`config.mk`:
```
export PLATFORM = sky130hd
export DESIGN_NAME = tank_level_emulator
export DESIGN_NICKNAME = d
export VERILOG_FILES = /design/src/rtl/tank_level_emulator.sv
export SDC_FILE = /design/constraint.sdc
export NUM_CORES = 1
export LEC_CHECK = 0
export BUFFER_PORTS_ARGS = -buffer_cell sky130_fd_sc_hd__buf_2
export CAP_MARGIN = 25
export CORE_AREA = 3 3 59 44
export CTS_CLUSTER_SIZE = 25
export DETAILED_ROUTE_END_ITERATION = 7
export DIE_AREA = 0 0 62 47
export PLACE_DENSITY = 0.75
export SYNTH_ARGS = -nofsm -noshare
export SYNTH_HDL_FRONTEND = slang
export SYNTH_SLANG_ARGS = --single-unit
```
`constraint.sdc`:
```
create_clock -name ck -period 2.9 [get_ports ck]
set_input_delay 0.145 -clock ck [delete_from_list [all_inputs] [get_ports ck]]
set_output_delay 0.145 -clock ck [all_outputs]
set_load 0.02 [all_outputs]
```
`src/rtl/tank_level_emulator.sv`:
```
// Tank plant model: integrates pump fill and consumer drain into a saturating
// level, decodes it to a thermometer sensor bus with stuck-at-0 fault forcing.
module tank_level_emulator #(
   parameter int LEVEL_W    = 8,
   parameter int FILL_DIV   = 4,
   parameter int DRAIN_DIV  = 8,
   parameter int TH_LOW     = 32,
   parameter int TH_MID     = 128,
   parameter int TH_HIGH    = 224,
   parameter int LEVEL_INIT = 0
) (
   input  logic               ck,
   input  logic               rst_i,
   input  logic               bomba_i,
   input  logic               drain_en_i,
   input  logic [2:0]         sensor_fault_i,
   output logic [2:0]         sensores_o,
   output logic [LEVEL_W-1:0] level_o,
   output logic               empty_o,
   output logic               overflow_o
);

   localparam int FILL_W  = (FILL_DIV  > 1) ? $clog2(FILL_DIV)  : 1;
   localparam int DRAIN_W = (DRAIN_DIV > 1) ? $clog2(DRAIN_DIV) : 1;

   localparam logic [FILL_W-1:0]  FILL_LAST  = FILL_W'(FILL_DIV - 1);
   localparam logic [DRAIN_W-1:0] DRAIN_LAST = DRAIN_W'(DRAIN_DIV - 1);
   localparam logic [LEVEL_W-1:0] LEVEL_MAX  = '1;
   localparam logic [LEVEL_W-1:0] LVL_INIT   = LEVEL_W'(LEVEL_INIT);
   localparam logic [LEVEL_W-1:0] LVL_LOW    = LEVEL_W'(TH_LOW);
   localparam logic [LEVEL_W-1:0] LVL_MID    = LEVEL_W'(TH_MID);
   localparam logic [LEVEL_W-1:0] LVL_HIGH   = LEVEL_W'(TH_HIGH);

   function automatic logic [2:0] decode(input logic [LEVEL_W-1:0] lvl);
      return {lvl >= LVL_HIGH, lvl >= LVL_MID, lvl >= LVL_LOW};
   endfunction

   logic [FILL_W-1:0]  fill_cnt;
   logic [DRAIN_W-1:0] drain_cnt;
   logic               fill_tick;
   logic               drain_tick;
   logic [LEVEL_W-1:0] level_nxt;
   logic               ovf_set;

   // NOTE: every always_comb output gets a default first so no path leaves it
   // unassigned; a missing default infers a latch.
   always_comb begin
      fill_tick  = bomba_i    && (fill_cnt  == FILL_LAST);
      drain_tick = drain_en_i && (drain_cnt == DRAIN_LAST);
      level_nxt  = level_o;
      ovf_set    = 1'b0;
      // Coincident ticks cancel, even at either saturation limit.
      unique case ({fill_tick, drain_tick})
         2'b10: begin
            if (level_o == LEVEL_MAX) ovf_set   = 1'b1;
            else                      level_nxt = level_o + LEVEL_W'(1);
         end
         2'b01: begin
            if (level_o != '0) level_nxt = level_o - LEVEL_W'(1);
         end
         default: level_nxt = level_o;
      endcase
   end

   // NOTE: state registers use non-blocking assignments so every register
   // samples the pre-edge values; blocking here would create order races.
   always_ff @(posedge ck) begin
      if (rst_i) begin
         fill_cnt   <= '0;
         drain_cnt  <= '0;
         level_o    <= LVL_INIT;
         empty_o    <= (LVL_INIT == '0);
         overflow_o <= 1'b0;
         sensores_o <= decode(LVL_INIT);
      end else begin
         fill_cnt   <= (!bomba_i    || fill_tick)  ? '0 : fill_cnt  + FILL_W'(1);
         drain_cnt  <= (!drain_en_i || drain_tick) ? '0 : drain_cnt + DRAIN_W'(1);
         level_o    <= level_nxt;
         empty_o    <= (level_nxt == '0);
         overflow_o <= overflow_o | ovf_set;
         // Decoded from the current registered level, giving one cycle of lag.
         sensores_o <= decode(level_o) & ~sensor_fault_i;
      end
   end

endmodule

```
==> flow_metrics.env, run 1 <==
export IMPL_grt_overflow=0
export IMPL_drt_pass1_iter_count=4
export IMPL_met2_usage_pct=29.8
export IMPL_area_delta_synth_final_pct=13.9
export IMPL_dp_hpwl_um=1950
export IMPL_grt_pass1_vias=921
export IMPL_pin_count=20
export IMPL_cp_end_kind="flip-flop"
export IMPL_dieWidth_um=62
export IMPL_status="complete, no violations"
export IMPL_cts_sinks=18
export IMPL_setup_violations=0
export IMPL_required_ns=3.09
export IMPL_synth_fp_nets=148
export IMPL_worst_path_max_fanout=13
export IMPL_hp_class="primary input to flip-flop"
export IMPL_async_reset_ff_share_pct=0
export IMPL_place_ws_ns=0.524
export IMPL_finalSetupTns_ns=0
export IMPL_cp_arrival_ns=2.64
export IMPL_ys_warn_count=0
export IMPL_maxCapViolCount=0
export IMPL_place_inst=175
export IMPL_leakage_nw=0.533
export IMPL_dieHeight_um=47
export IMPL_synth_edff_count=0
export IMPL_skew_ns=0.00905
export IMPL_place_congestion=0.927
export IMPL_synth_top_cell_area_share_pct=32.5
export IMPL_power_density_nw_per_um2=338
export IMPL_holdCritStartpoint="bomba_i"
export IMPL_cts_buffer_depth=2
export IMPL_antenna_found_initial=0
export IMPL_clk_latency_ns=0.30
export IMPL_avgSynthCellArea_um2=8.28
export IMPL_routedWlPerCell_um=14.5
export IMPL_numCtsBuffers=3
export IMPL_layout_drive_gt1_share_pct=19.3
export IMPL_grt_max_degree=17
export IMPL_max_freq_mhz=408
export IMPL_finalNonFillerCells=182
export IMPL_routed_wirelength_um=2650
export IMPL_maxSlewViolCount=0
export IMPL_ant_nets=0
export IMPL_synth_area_top_cells="dfxtp_1, ha_1, nor2_1"
export IMPL_rsz0062_at_grt="false"
export IMPL_relSlewSlack_pct=67.3
export IMPL_cts_resized=0
export IMPL_hold_ws_ns=0.103
export IMPL_grt_use_total_pct=20.2
export IMPL_final_net_count=165
export IMPL_drt_iter0_markers=61
export IMPL_die_area_um2=2910
export IMPL_netlist_instances=134
export IMPL_power_w=0.000428
export IMPL_r2r_start="drain_cnt[0]"
export IMPL_synthFlopType="dfxtp_1"
export IMPL_htreeDepth=1
export IMPL_io_buffers=19
export IMPL_grt_pass1_wl_um=4260
export IMPL_synth_seq_cells=18
export IMPL_finalCritPeriodShare_pct=84.5
export IMPL_crit_type="flip-flop to flip-flop"
export IMPL_worstMarginPinSlew_ns=0.490
export IMPL_clk_pin_slew_worst_paths_ns=0.11
export IMPL_start_util_pct=52.4
export IMPL_viasPerCell=5.87
export IMPL_vdd_ir_drop_max_mv=0.254
export IMPL_antennaDiodeCount=0
export IMPL_fp_row_count=14
export IMPL_clockRootBuffer="clkbuf_4"
export IMPL_grt_busiest_layer="met2"
export IMPL_ys_seq_area_share_pct=32.5
export IMPL_use_met1_pct=29.0
export IMPL_drc=0
export IMPL_vias=1068
export IMPL_core_area_um2=2120
export IMPL_critPathLaunch="drain_cnt[0]"
export IMPL_syn_area_um2=1110
export IMPL_cp_start_kind="flip-flop"
export IMPL_synth_cell_types=44
export IMPL_hold_viol=0
export IMPL_cts_tree="built"
export IMPL_met3_usage_pct=4.95
export IMPL_min_period_ns=2.45
export IMPL_layout_setup_ws_ns=0.450
export IMPL_yosysTopAreaCell="dfxtp_1"
-- sequential cells by signal, indices dropped and copies added (netlist names) --
register    count
empty_o         1
sensores_o      3
drain_cnt       3
fill_cnt        2
overflow_o      1
level_o         8
-- what timing repair did --
action,4_1_cts,5_1_grt
buffers inserted,0,0
hold buffers,3,0
hold endpoints to repair,3,0
endpoints found under the setup margin,0,0
-- cell usage in the layout (no fill, tap or decap), types with 2 or more instances in the layout --
cell type / n
dfxtp_1: 18
a22oi_2: 2
ha_1: 7
clkbuf_4: 3
nor3_1: 6
dlygate4sd3_1: 3
nand4_1: 2
buf_2: 19
o21ai_0: 5
and2_1: 4
nand2_1: 10
o211ai_1: 2
and3_1: 3
a31oi_1: 5
inv_1: 6
a21oi_1: 8
nor3b_1: 2
nand3_1: 4
and4_1: 2
nor2_1: 12
or3_1: 2
nand4b_1: 2
-- critical path, cell delays in order (launching register included) --
cell and delay (ns):
dfxtp_1 0.33, ha_1 0.20, ha_1 0.18, and2_1 0.15
inv_1 0.06, ha_1 0.42, nand3b_1 0.14, a32oi_1 0.27
o22ai_1 0.16, and4_1 0.22, a41o_1 0.23
-- worst paths after layout --
kind	end	slack, ns	cells past startpoint
worst max-delay path	empty_o	0.45	10
worst min-delay path	fill_cnt[1]	0.10	2
worst max register to register	empty_o	0.45	10
worst min register to register	drain_cnt[0]	0.43	1
-- cell usage after synthesis, types with 2 or more instances --
library cell and n:
dfxtp_1 18, nor2_1 12, nand2_1 10, a21oi_1 8, clkbuf_1 7, ha_1 7, inv_1 6, nor3_1 6
a31oi_1 5, o21ai_0 5, and2_1 4, nand3_1 4, and3_1 3, a22oi_2 2, and4_1 2, buf_2 2
nand4_1 2, nand4b_1 2, nor3b_1 2, o211ai_1 2, or3_1 2
-- power breakdown --
| part | switching [W] | internal (W) |
|---|---|---|
| clock | 0.0000801 | 0.0000765 |
| sequential | 0.00000193 | 0.000250 |
| combinational | 0.00000917 | 0.00000979 |
-- stage by stage --
| step | utilization [%] | cell area [µm²] |
|---|---|---|
| 4_1_cts | 59.6 | 1260 |
| 3_3_place_gp | 56.5 | 1200 |
| 3_5_place_dp | 56.5 | 1200 |
| 5_1_grt | 59.6 | 1260 |
| 6_report | 59.6 | 1260 |
| 2_1_floorplan | - | 1110 |
-- cell families (layout without fill, tap and decap cells) --
logic type / after synthesis / after routing / share of synthesized area [%]
buffers and inverters: 16 / 32 / 6.31
xor gates and xnor gates: 1 / 1 / 0.789
DFF: 18 / 18 / 32.5
adders and majority gates: 7 / 7 / 7.89
and+or+nand+nor: 56 / 56 / 29.1
muxes: 1 / 1 / 0.902
AOI/OAI and AO/OA: 35 / 35 / 22.5
-- metal layers --
| metal | share of wire [%] | up-vias | routed length (µm) |
|---|---|---|---|
| li1 | - | 522 | - |
| met1 | 47 | 490 | 1250 |
| met2 | 43 | 49 | 1140 |
| met3 | 8.1 | 7 | 213 |
| met4 | 1.8 | 0 | 48 |
| met5 | 0 | - | 0 |
-- area by class of cell --
class	count	area, µm²
clock buffers	4	36.3
fillers	197	856
inverters	6	22.5
multi-input cells	100	679
flip-flops and latches	18	360
well taps	32	40.0
repair buffers	22	125
Power figures use the tool's default switching activity.
==> run 2, diff against run 1 <==
--- a/config.mk
+++ b/config.mk
@@ -5,12 +5,13 @@
 export SDC_FILE = /design/constraint.sdc
 export NUM_CORES = 1
 export LEC_CHECK = 0
+export ABC_AREA = 1
 export BUFFER_PORTS_ARGS = -buffer_cell sky130_fd_sc_hd__buf_2
 export CAP_MARGIN = 25
-export CORE_AREA = 3 3 59 44
+export CORE_AREA = 3 3 60 45
 export CTS_CLUSTER_SIZE = 25
 export DETAILED_ROUTE_END_ITERATION = 7
-export DIE_AREA = 0 0 62 47
+export DIE_AREA = 0 0 63 48
 export PLACE_DENSITY = 0.75
 export SYNTH_ARGS = -nofsm -noshare
 export SYNTH_HDL_FRONTEND = slang
==> constraint.sdc (replaced) <==
create_clock -name ck -period 2.5 [get_ports ck]
set_input_delay 0.125 -clock ck [delete_from_list [all_inputs] [get_ports ck]]
set_output_delay 0.125 -clock ck [all_outputs]
set_load 0.02 [all_outputs]
==> flow_metrics.env, run 2 <==
export IMPL_final_net_count=218
export IMPL_cpMaxStageDelayCell="ha_1"
export IMPL_cts_tree="built"
export IMPL_maxSlewViolCount=0
export IMPL_cts_resized=0
export IMPL_numCtsBuffers=3
export IMPL_synth_area_top_cells="dfxtp_1, nand2_1, nand3_1"
export IMPL_relSlewSlack_pct=72.8
export IMPL_async_reset_ff_share_pct=0
export IMPL_cp_slowest_stage_delay_ns=0.38
export IMPL_vdd_ir_drop_max_mv=0.341
export IMPL_synth_top_family_by_area="simple AND/OR/NAND/NOR gates"
export IMPL_grt_pass1_wl_um=4360
export IMPL_finalCritPeriodShare_pct=82.8
export IMPL_crit_chain="ha_1, ha_1, nand2_1, inv_1, ha_1, inv_1, nand2_1, inv_2, nand2_2, nand2_1, nand2_1, inv_1, nand2_1, nor2_1, nand2_1, nand2_1"
export IMPL_hold_ws_ns=0.116
export IMPL_hold_viol=0
export IMPL_pin_count=20
export IMPL_dp_hpwl_um=2070
export IMPL_routedWlPerCell_um=11.7
export IMPL_cp_arrival_ns=2.32
export IMPL_grt_overflow=0
export IMPL_synth_fp_nets=195
export IMPL_reg_largest_list="level_o x8, drain_cnt x3, sensores_o x3"
export IMPL_dpl_cell_area_um2=1260
export IMPL_synth_edff_count=0
export IMPL_fillCellCount=219
export IMPL_grt_pass1_vias=1014
export IMPL_layout_drive_gt1_share_pct=16.7
export IMPL_synth_cell_types=23
export IMPL_leakage_nw=0.699
export IMPL_synth_most_common_cell="nand2_1"
export IMPL_ys_seq_area_share_pct=31.2
export IMPL_drc=0
export IMPL_viasPerCell=5.05
export IMPL_synthFlopType="dfxtp_1"
export IMPL_synth_adder_area_share_pct=7.58
export IMPL_yosysTopAreaCell="dfxtp_1"
export IMPL_max_freq_mhz=483
export IMPL_met2_wirelength_um=1250
export IMPL_clk_latency_ns=0.30
export IMPL_final_cell_mix="nand2_1, nor2_1, inv_1"
export IMPL_crit_type="flip-flop to flip-flop"
export IMPL_core_area_um2=2150
export IMPL_dieHeight_um=48
export IMPL_hp_class="primary input to flip-flop"
export IMPL_worst_path_max_fanout=7
export IMPL_ys_warn_count=0
export IMPL_start_util_pct=53.7
export IMPL_synth_compound_area_share_pct=4.33
export IMPL_rsz0062_at_grt="false"
export IMPL_cts_sinks=18
export IMPL_final_common_cell="nand2_1"
export IMPL_status="complete, no violations"
export IMPL_area_delta_synth_final_pct=14.8
export IMPL_fin_area_um2=1330
export IMPL_layout_setup_ws_ns=0.429
export IMPL_place_congestion=0.926
export IMPL_regMostFlops="level_o"
export IMPL_syn_area_um2=1160
export IMPL_wl_met3_um=201
export IMPL_cp_top_family="adder cells"
export IMPL_vias=1187
export IMPL_synth_top_cell_area_share_pct=31.2
export IMPL_min_period_ns=2.07
export IMPL_postLayoutCoreUtil_pct=61.6
export IMPL_required_ns=2.75
export IMPL_finalSetupTns_ns=0
export IMPL_synth_seq_cells=18
export IMPL_fp_row_count=14
export IMPL_wl_met1_um=1280
export IMPL_htreeDepth=1
export IMPL_cts_buffer_depth=2
export IMPL_cpMostUsedCell="nand2_1"
export IMPL_yosys_area_share_simple_pct=43.9
export IMPL_dieWidth_um=63
export IMPL_clockRootBuffer="clkbuf_4"
export IMPL_grt_max_degree=14
export IMPL_synth_mux_area_share_pct=0
export IMPL_drt_pass1_iter_count=4
export IMPL_antennaDiodeCount=0
export IMPL_drt_iter0_markers=78
export IMPL_setup_violations=0
export IMPL_grt_use_total_pct=18.5
export IMPL_top_layer="met4"
export IMPL_crit_buf_inv=4
export IMPL_yosys_top_cells_count="nand2_1, nor2_1, inv_1, nand3_1, dfxtp_1"
export IMPL_netlist_instances=181
export IMPL_synthXorXnorAreaFrac_pct=2.27
export IMPL_power_density_nw_per_um2=381
export IMPL_maxCapViolCount=0
export IMPL_antenna_found_initial=0
export IMPL_worstMarginPinSlew_ns=0.407
export IMPL_ant_nets=0
export IMPL_place_ws_ns=0.426
export IMPL_avgSynthCellArea_um2=6.39
export IMPL_clk_pin_slew_worst_paths_ns=0.11
export IMPL_io_buffers=19
export IMPL_cp_start_kind="flip-flop"
export IMPL_cp_end_kind="flip-flop"
export IMPL_die_area_um2=3020
export IMPL_routed_wirelength_um=2740
export IMPL_skew_ns=0.0146
export IMPL_largest_register_ffs=8
-- run 2: what timing repair did --
| item | CTS | global route |
|---|---|---|
| hold endpoints to repair | 3 | 0 |
| buffers inserted | 0 | 0 |
| hold buffers | 3 | 0 |
-- run 2: cells by family (layout without fill, tap and decap cells) --
kind of cell             count (synthesis)  after routing
flip-flops                              18             18
XOR/XNOR                                 3              3
buffers and inverters                   29             51
AND/OR/NAND/NOR                        115            115
adder cells (fa/ha/maj)                  7              7
AO/OA/AOI/OAI                            9              9
-- run 2: final cells by class --
| class | count | area, µm² | area share (%) |
|---|---|---|---|
| Sequential cell | 18 | 360 | 27.1 |
| Inverter | 25 | 93.8 | 7.07 |
| Clock buffer | 4 | 36.3 | 2.73 |
| Timing Repair Buffer | 22 | 125 | 9.43 |
| Multi-Input combinational cell | 134 | 672 | 50.6 |
| Tap cell | 32 | 40.0 | 3.02 |
-- run 2: routing by layer --
| metal | vias up | GRT usage, % |
|---|---|---|
| met5 | - | 0 |
| met4 | 0 | 2.63 |
| met3 | 2 | 4.93 |
| met2 | 44 | 32.3 |
| met1 | 530 | 24.2 |
| li1 | 611 | - |
-- run 2: worst reg2reg max path, cell delays in order (launching register included) --
cell and delay (ns):
dfxtp_1 0.32, ha_1 0.19, ha_1 0.18, nand2_1 0.08, inv_1 0.05, ha_1 0.38, inv_1 0.17, nand2_1 0.08
inv_2 0.08, nand2_2 0.06, nand2_1 0.06, nand2_1 0.05, inv_1 0.06, nand2_1 0.05, nor2_1 0.10, nand2_1 0.06
nand2_1 0.04
-- run 2: final timing paths --
path / start / endpoint / slack [ns] / cells past startpoint
worst max-delay path: drain_cnt[0] / empty_o / 0.43 / 16
worst max register to register: drain_cnt[0] / empty_o / 0.43 / 16
worst min register to register: drain_cnt[0] / drain_cnt[0] / 0.43 / 1
worst min-delay path: bomba_i / fill_cnt[1] / 0.12 / 3
-- run 2: power by group --
| part | internal (W) | switching [W] |
|---|---|---|
| logic | 0.0000144 | 0.0000193 |
| registers | 0.000291 | 0.00000338 |
| clock network | 0.0000888 | 0.0000888 |
-- run 2: stage by stage --
stage / power [W] / cells
finish: 0.000506 / 235
global route: 0.000528 / 235
CTS: 0.000508 / 235
detailed placement: 0.000331 / 228
global placement: 0.000330 / 228
floorplan: 0.000320 / 181
